<file path="config.mk">
export PLATFORM = sky130hd
export DESIGN_NAME = reg_file_memory
export DESIGN_NICKNAME = d
export VERILOG_FILES = /design/src/rtl/reg_file_memory.sv
export SDC_FILE = /design/constraint.sdc
export NUM_CORES = 1
export LEC_CHECK = 0
export ABC_CLOCK_PERIOD_IN_PS = 2400
export CORE_MARGIN = 2
export CORE_UTILIZATION = 40
export CTS_BUF_LIST = sky130_fd_sc_hd__clkbuf_4
export CTS_CLUSTER_SIZE = 40
export DETAILED_ROUTE_END_ITERATION = 8
export GPL_TIMING_DRIVEN = 0
export MAX_ROUTING_LAYER = met4
export PLACE_DENSITY = 0.63
export SLEW_MARGIN = 20
export SYNTH_ARGS = -nofsm -noshare
export SYNTH_HDL_FRONTEND = slang
export SYNTH_SLANG_ARGS = --single-unit
export TNS_END_PERCENT = 1
</file>
<file path="constraint.sdc">
create_clock -name clk -period 2.4 [get_ports clk]
set_clock_uncertainty 0.1 [all_clocks]
set_input_delay 0.36 -clock clk [delete_from_list [all_inputs] [get_ports clk]]
set_output_delay 0.36 -clock clk [all_outputs]
set_load 0.02 [all_outputs]
</file>
<file path="src/rtl/reg_file_memory.sv">
// ---------------------------------------------------------------------------
// reg_file_memory
//
// Purpose:
//   Small register-file memory with one write port and one registered read
//   port. Storage is DEPTH x WIDTH flops. A per-word "written" flag records
//   which words have been stored since the last reset. Reads take one cycle.
//   Each read produces a one-cycle mem_valid pulse.
//
// Configuration:
//   WRITE_BYPASS_EN - when defined, a store and a load to the same address in
//                     the same cycle return the new data (write-first).
//                     When undefined (default), they return the old word
//                     (read-first). The write completes in both builds.
//
// Ports:
//   clk        in   1      sole clock, rising edge
//   reset      in   1      synchronous, active-high reset
//   data       in   WIDTH  write data
//   wr_addr    in   AW     write address
//   store      in   1      write enable
//   rd_addr    in   AW     read address
//   load       in   1      read request
//   memory     out  WIDTH  registered read data, holds last read value
//   mem_valid  out  1      pulses the cycle after any load
//   written    out  DEPTH  bit i set once word i has been written
// ---------------------------------------------------------------------------
module reg_file_memory #(
    parameter int WIDTH = 8,
    parameter int DEPTH = 8,
    parameter int AW    = $clog2(DEPTH)
) (
    input  logic             clk,
    input  logic             reset,
    input  logic [WIDTH-1:0] data,
    input  logic [AW-1:0]    wr_addr,
    input  logic             store,
    input  logic [AW-1:0]    rd_addr,
    input  logic             load,
    output logic [WIDTH-1:0] memory,
    output logic             mem_valid,
    output logic [DEPTH-1:0] written
);

    logic [WIDTH-1:0] word_q [DEPTH];
    logic [WIDTH-1:0] word_d [DEPTH];
    logic [DEPTH-1:0] written_q, written_d;
    logic [WIDTH-1:0] memory_q, memory_d;
    logic             mem_valid_q, mem_valid_d;
    logic [WIDTH-1:0] rd_word;

    // Read mux: the address is matched against each legal index. An
    // out-of-range address matches nothing, so it reads as all-zeros
    // without a separate range check.
    always_comb begin
        rd_word = '0;
        for (int i = 0; i < DEPTH; i++) begin
            if (rd_addr == AW'(i)) begin
`ifdef WRITE_BYPASS_EN
                rd_word = (store && (wr_addr == AW'(i))) ? data : word_q[i];
`else
                rd_word = word_q[i];
`endif
            end
        end
    end

    // Write decode works the same way. An out-of-range write address
    // matches no word, so the store is dropped and no written bit changes.
    always_comb begin
        word_d    = word_q;
        written_d = written_q;
        for (int i = 0; i < DEPTH; i++) begin
            if (store && (wr_addr == AW'(i))) begin
                word_d[i]    = data;
                written_d[i] = 1'b1;
            end
        end
    end

    // The read register only updates on a load, so it holds its value
    // across store-only cycles.
    always_comb begin
        memory_d    = memory_q;
        mem_valid_d = load;
        if (load) begin
            memory_d = rd_word;
        end
    end

    // Reset takes priority over store and load. Clearing mem_valid here
    // also discards a load that is still in flight.
    always_ff @(posedge clk) begin
        if (reset) begin
            for (int i = 0; i < DEPTH; i++) begin
                word_q[i] <= '0;
            end
            written_q   <= '0;
            memory_q    <= '0;
            mem_valid_q <= 1'b0;
        end else begin
            word_q      <= word_d;
            written_q   <= written_d;
            memory_q    <= memory_d;
            mem_valid_q <= mem_valid_d;
        end
    end

    assign memory    = memory_q;
    assign mem_valid = mem_valid_q;
    assign written   = written_q;

endmodule
</file>
# Yosys cells after proc, flatten, opt, wreduce, memory -nomap -nowiden
# Cells that the tools add are included.
# totals
output_inout_bits	17
wordCells	50
ff_bits	81
inputBits	18
# classes
eq_ne	14
n_mux	8
reduce_logical	10
# ops
op	n
2-to-1 mux 8 bit	8
== test 3 bit, second input constant	8
== test 3 x 2 -> 1 bit, second input constant	4
logical AND 1 bit	8
== test 3 x 1 -> 1 bit, second input constant	2
logical NOT 3 bit	2

# Logic depth before layout (Yosys ltp)
# logic_depth
depth_word	9
ltp_mapped	6
depth_no_buf	4

# Worst setup path after synthesis
# OpenSTA, ideal clock, no wires.
# synth_path
kind	input -> register
start	input port rd_addr[1]
end	register memory_q[6], in the netlist memory[6]
cell_stages	5
arrival_time_ns	1.219
path_buffers	1
setup_time_ns	0.103
setup_slack_ns	0.977
t_required_ns	2.197
cell_sequence	buf_6 nor2_1 o2bb2ai_1 o22ai_1 a2111oi_2
# synth_via
elab_chain_cells	9
elab_cells_between_ends	16
classes_between	eq/ne (7); mux (8); reduce/logical (1)
# synth_lines
element	line	rtl
from (decl)	38	input logic [AW-1:0] rd_addr,
logical NOT 3 bit	58	if (rd_addr == AW'(i)) begin
2-to-1 mux 8 bit (7 in a row)	58	
2-to-1 mux 8 bit (*)	58	
to (signal assigned)	104	memory_q <= memory_d;
to (decl)	48	logic [WIDTH-1:0] memory_q, memory_d;
# Mark *: on every way between the ends. The rest lies on a longest branch, timed or not.
# A chain may end at the register's enable or synchronous reset.

# Final worst setup path
# layout_path
start	register memory_q[6], in the netlist memory[6]
end	output port memory[6]
# layout_lines
element	line	rtl
to (decl)	40	output logic [WIDTH-1:0] memory,
# No word-level cell between the ends.

==> reports/results.txt <==
Remaining antenna violation count -> 0
DRC Markers -> 0
Status -> finished clean
CTS clk-pin slew, worst paths -> 0.12 ns
# hold bufs at CTS -> 0
Ys async rst share -> 0
Yosys cell types -> 28
R2R Path End -> memory[6]
Post-CTS setup buffer count -> 0
Layout cells sized above 1 -> 0.07739
WP depth -> 1
Port Buffers -> 21
Fin. Hold Viols -> 0
FP Rows -> 33
Buffers and inverters on the worst path -> 1
Syn Nets -> 472
Largest area contributor in the synthesized netlist -> dfxtp_1
Post-synth EDFFs -> 0
Mean post-synth cell area -> 7.623 sq um
Chip Width -> 97.02 microns
Nets@finish -> 504
Htree depth -> 3
Routability congestion estimate -> 0.9005
Max stage delay on crit path -> 0.62 ns
Delay-heaviest family, CP -> buffers and inverters
Worst Tran Pin Value -> 0.7690 ns
Root Buffer -> clkbuf_4
Critical path origin -> memory[6]
Arr. time, crit path -> 1.43 ns
Leakage -> 1.345 nW
Gr ovfl total -> 0
Cell chain of the critical path -> clkdlybuf4s50_1
Critical Path RT -> 1.94 ns
DRT Wirelength -> 9469 microns
Critical path type -> flip-flop to primary output
Max Slew Vio Count -> 0
Initial antenna violation count -> 0
Core ar. -> 8299 sq um
Utilization after layout -> 0.4800
Flops & latches, synth -> 81
Int Power -> 2.012 mW
Post-CTS sizing -> 0
Clock group share of total power -> 0.373
Clock latency on the worst-skew pair -> 0.44 ns
Total CTS buffers -> 9
Ant diodes -> 0
Die H -> 97.02 microns
Combinational Power Share -> 0.105
Class of the worst hold path -> input port to flip-flop
Switching power total -> 0.6645 mW
RSZ-0062 raised after global routing -> false
Fin crit share -> 0.7873
Vias in the first global route -> 2,914
Layout area overhead -> 15.11%
All-Layer GR Usage -> 0.2096
Area occupied by registers -> 1622 sq um
Final worst path period need -> 1.890 ns
Peak VDD IR -> 358.9 uV
First-pass GRT wire length -> 14,920 microns
Crit path max fanout -> 3
Multi-input logic area -> 1672 sq um
FMAX -> 529.2 MHz
Ports -> 35
Reg power frac -> 0.522
Fillers -> 830
DRT iter0 DRCs -> 160
Die area -> 9412 sq um
Crit-path slowest cell -> clkdlybuf4s50_1
Setup TNS -> 0 ns
R2r setup slk -> 1.14 ns
DRT Pass-1 Iters -> 4
Critical Path Sink -> memory[6]
Crit Reg-Reg Startpoint -> word_q[46]
Critical path capture point type -> primary output
Largest net degree at the start of global routing -> 14
Sequential area share after synthesis -> 0.4685
Max-Cap Viols -> 0
Initial Util -> 0.4170
DP Wirelength -> 6727 microns
Via density per instance -> 5.305
Wirelength per Cell -> 15.89 microns
Top cells by area, synth -> dfxtp_1 47%, nand2_1 16%, a21oi_1 11%
Post-synth top area share -> 0.4685
Syn Inst Count -> 454
Clock Tree Buf Depth -> 2
Dominant synthesized flop cell -> dfxtp_1
CTS tree -> yes
Reg2reg path depth -> 4
Relative slew slack -> 0.4845
Worst Setup Start Kind -> flip-flop
Switching Fraction -> 0.2482
Clock Sinks -> 81
Yosys warning count -> 0
Power density over cell area -> 671.9 nW/um^2
Cell Area, Synth -> 3461 sq um
Final setup fails -> 0
DR vias -> 3,162
-- stage by stage --
| step | area (sq um) | setup WS (ns) | std cells | hold WS, ns | power, mW |
|---|---|---|---|---|---|
| floorplan | 3461 | 0.9774 | 454 | 0.3329 | 1.608 |
| global placement | 3802 | 0.2397 | 580 | 0.3394 | 1.702 |
| detailed placement | 3802 | 0.2118 | 580 | 0.3460 | 1.707 |
| CTS | 3984 | 0.5082 | 596 | 0.1930 | 2.694 |
| global route | 3984 | 0.4334 | 596 | 0.1836 | 2.780 |
| finish | 3984 | 0.5104 | 596 | 0.1990 | 2.677 |
-- synth_stat cells, types with 6 or more instances --
cell	n
nand2_1	146
dfxtp_1	81
a21oi_1	78
nor2_1	32
clkbuf_1	18
mux2i_1	15
inv_1	9
o21ai_0	7
o22ai_1	7
nor2_2	6
nor2b_1	6
-- cells by family (layout without fill, tap and decap cells) --
family,Yosys count,in the layout,share of synthesized area
mux,19,19,0.05640
flops,81,81,0.4685
buf+inv,37,74,0.04844
compound gates,111,111,0.1815
simple gates,206,206,0.2451
-- cells in the final DEF (no fill, tap or decap), types with 5 or more instances in the layout --
cell type / netlist / routed
nand2_1: 146 / 146
nand3_1: 5 / 5
o21ai_0: 7 / 7
nor2_1: 32 / 32
clkbuf_4: 0 / 10
dfxtp_1: 81 / 81
buf_2: 5 / 5
o22ai_1: 7 / 7
a21oi_1: 78 / 78
inv_1: 9 / 9
nand2b_1: 5 / 5
nor2b_1: 6 / 6
clkbuf_1: 18 / 18
nor2_2: 6 / 6
a22oi_1: 5 / 5
mux2i_1: 15 / 15
clkdlybuf4s50_1: 0 / 21
-- routing by layer --
metal / wire length (microns) / up-vias / global-route usage / part of all wire
met5: 0 / - / - / 0
met4: 232 / 0 / 0.07476 / 0.025
met3: 637 / 18 / 0.05202 / 0.067
met2: 4414 / 106 / 0.3184 / 0.47
met1: 4184 / 1466 / 0.2721 / 0.44
li1: - / 1572 / - / -
-- registers in the layout, summed over array words and instances (netlist names) --
register	flops
word_q	64
memory	8
written	8
mem_valid	1
-- power groups by stage --
stage               logic, mW  registers (mW)  clock network [mW]
finish                  0.280            1.40               0.998
global route            0.306            1.40                1.07
CTS                     0.280            1.40                1.02
detailed placement      0.278            1.43                   0
global placement        0.274            1.43                   0
floorplan               0.168            1.44                   0
-- worst min-delay path by stage --
stage | startpoint | cells past startpoint | slack (ns) | endpoint
floorplan | word_q[1] | 2 | 0.33 | word_q[1]
global placement | word_q[18] | 2 | 0.34 | word_q[18]
detailed placement | word_q[20] | 2 | 0.35 | word_q[20]
CTS | data[4] | 3 | 0.19 | word_q[52]
global route | data[4] | 3 | 0.18 | word_q[44]
finish | data[4] | 3 | 0.20 | word_q[52]
-- layout make-up --
cell class	count	area share
Multi-Input combinational cell	336	0.4196
Inverter	9	0.008480
Tap cell	105	0.03298
Timing Repair Buffer	21	0.05276
Sequential cell	81	0.4070
Clock inverter	6	0.02670
Buffer	28	0.03361
Clock buffer	10	0.01884
Note: power is estimated with default switching activity, not from simulation.
==> edit (config.mk and constraints unchanged) <==
The option `WRITE_BYPASS_EN` is turned on by a define.
--- a/src/rtl/reg_file_memory.sv
+++ b/src/rtl/reg_file_memory.sv
@@ -25,6 +25,8 @@
 //   mem_valid  out  1      pulses the cycle after any load
 //   written    out  DEPTH  bit i set once word i has been written
 // ---------------------------------------------------------------------------
+`define WRITE_BYPASS_EN
+
 module reg_file_memory #(
     parameter int WIDTH = 8,
     parameter int DEPTH = 8,
Behaviour: not the same (Yosys sat finds a counterexample within 4 cycles, from zero or initial values and one cycle with reset high).
==> edit against the unedited design <==
- sequential cell count unchanged
- register-to-register slack got worse by 0.29 ns
- total power increased by 0.62%
- synthesized area increased by 6.4%
- cell area increased by 6.4%
- setup slack got worse by 0.43 ns
- routed wire length increased by 9.6%
- cell count decreased by 3.5%
- fmax decreased by 18%
- non-clock buffer count increased by 15
- via count decreased by 0.13%
- critical path type is now in -> reg
- critical endpoint is now memory[1]
- highest routed layer unchanged
==> edit: results (changes against the unedited design) <==
stage	metric	value	unit	change
worst_hold_path	min-delay src	data[0]		
synth	Syn Inst Count	425		-6.4%
finish	num sequential	81		unchanged
finish	Area Growth Syn to Fin	15.1	%	about the same
placed_design	Place WS	-0.599	ns	-0.811 ns
placed_design	Placed Instances	559		-3.6%
drt	DR iter-0 viols	162		+1.3%
placed_design	global placer's final weighted congestion	0.968		+7.5%
finish	fraction of area in multi-input gates	43.8	%	+1.8 points
critical_path	R2R setup slack	0.85	ns	-0.29 ns
critical_path	crit path launch	rd_addr[1]		
drt	Post-Route WL	10400	µm	+9.6%
timing	Worst Tran Pin Value	0.717	ns	-0.0516 ns
synth	XOR/XNOR share of the synthesized area	0.238	%	+0.24 points
critical_path	crit path DAT	2.60	ns	+1.17 ns
worst_hold_path	Worst Hold End	word_q[16]		
finish	fill count	905		+9.0%
drt	DRT met1 WL	5030	µm	+20%
critical_path	worst r2r dst	memory[1]		
finish	Final clock-cell share	3.84	%	-0.72 points
drt	Met2 Wirelength	4680	µm	+6.0%
global_route	number of global-route vias before repair	3020		+3.6%
global_route	met2 usage	34.5	%	+2.6 points
placed_design	final HPWL from detailed placement	7340	µm	+9.1%
critical_path	Crit path largest cell delay	0.51	ns	-0.11 ns
synth	compound-cell area share of the yosys netlist	16.4	%	-1.8 points
synth	mux cell area share after synthesis	14.4	%	+8.8 points
finish	Multi-In Gates	291		-13%
drt	detailed route wirelength on metal3	508	µm	-20%
pwr	Peak VDD IR	0.279	mV	-22%
finish	Non-clk bufs	64		+31%
global_route	largest net degree at the start of global routing	13		-1
global_route	first-pass GRT wire length	16500	µm	+10%
placed_design	post-placement cell area	0.00405	mm²	+6.5%
finish	Post-layout nets	477		-5.4%
synth	Seq/Total Area, Yosys	44.0	%	-2.8 points
drt	Via Count	3158		-0.13%
synth	Yosys cell types	41		+46%
run_status	status	completed		
finish	Clock buffer cells	13		+3
synth	commonest cells in the synthesized netlist	dfxtp_1, nor2_1, mux2i_1		
drt	per-cell routed wire length	18.1	µm	+14%
finish	number of non-clock inverters in the layout	12		+3
critical_path	crit-path max FO	10		+7
==> edit: power breakdown <==
part | internal, mW | switching (mW)
combinational | 0.134 | 0.228
sequential | 1.38 | 0.0150
clock | 0.469 | 0.466
==> edit: kinds of logic after synthesis <==
group / Yosys count
AND/OR/NAND/NOR: 147
flip-flops: 81
buffers and inverters: 53
AO/OA/AOI/OAI: 91
multiplexers: 52
XOR/XNOR: 1
==> edit: how the worst max path moves through the flow <==
stage | end | slack (ns) | cells past startpoint
2_1_floorplan | memory[1] | 0.19 | 7
3_3_place_gp | memory[2] | -0.60 | 7
3_5_place_dp | memory[2] | -0.60 | 7
4_1_cts | memory[3] | 0.10 | 8
5_1_grt | memory[1] | -0.01 | 7
6_report | memory[1] | 0.08 | 7
==> edit: what timing repair did <==
action | 4_1_cts | 5_1_grt
setup endpoints to repair | 6 | 6
gates cloned | 0 | 0
pin swaps | 1 | 0
resized for setup | 7 | 1
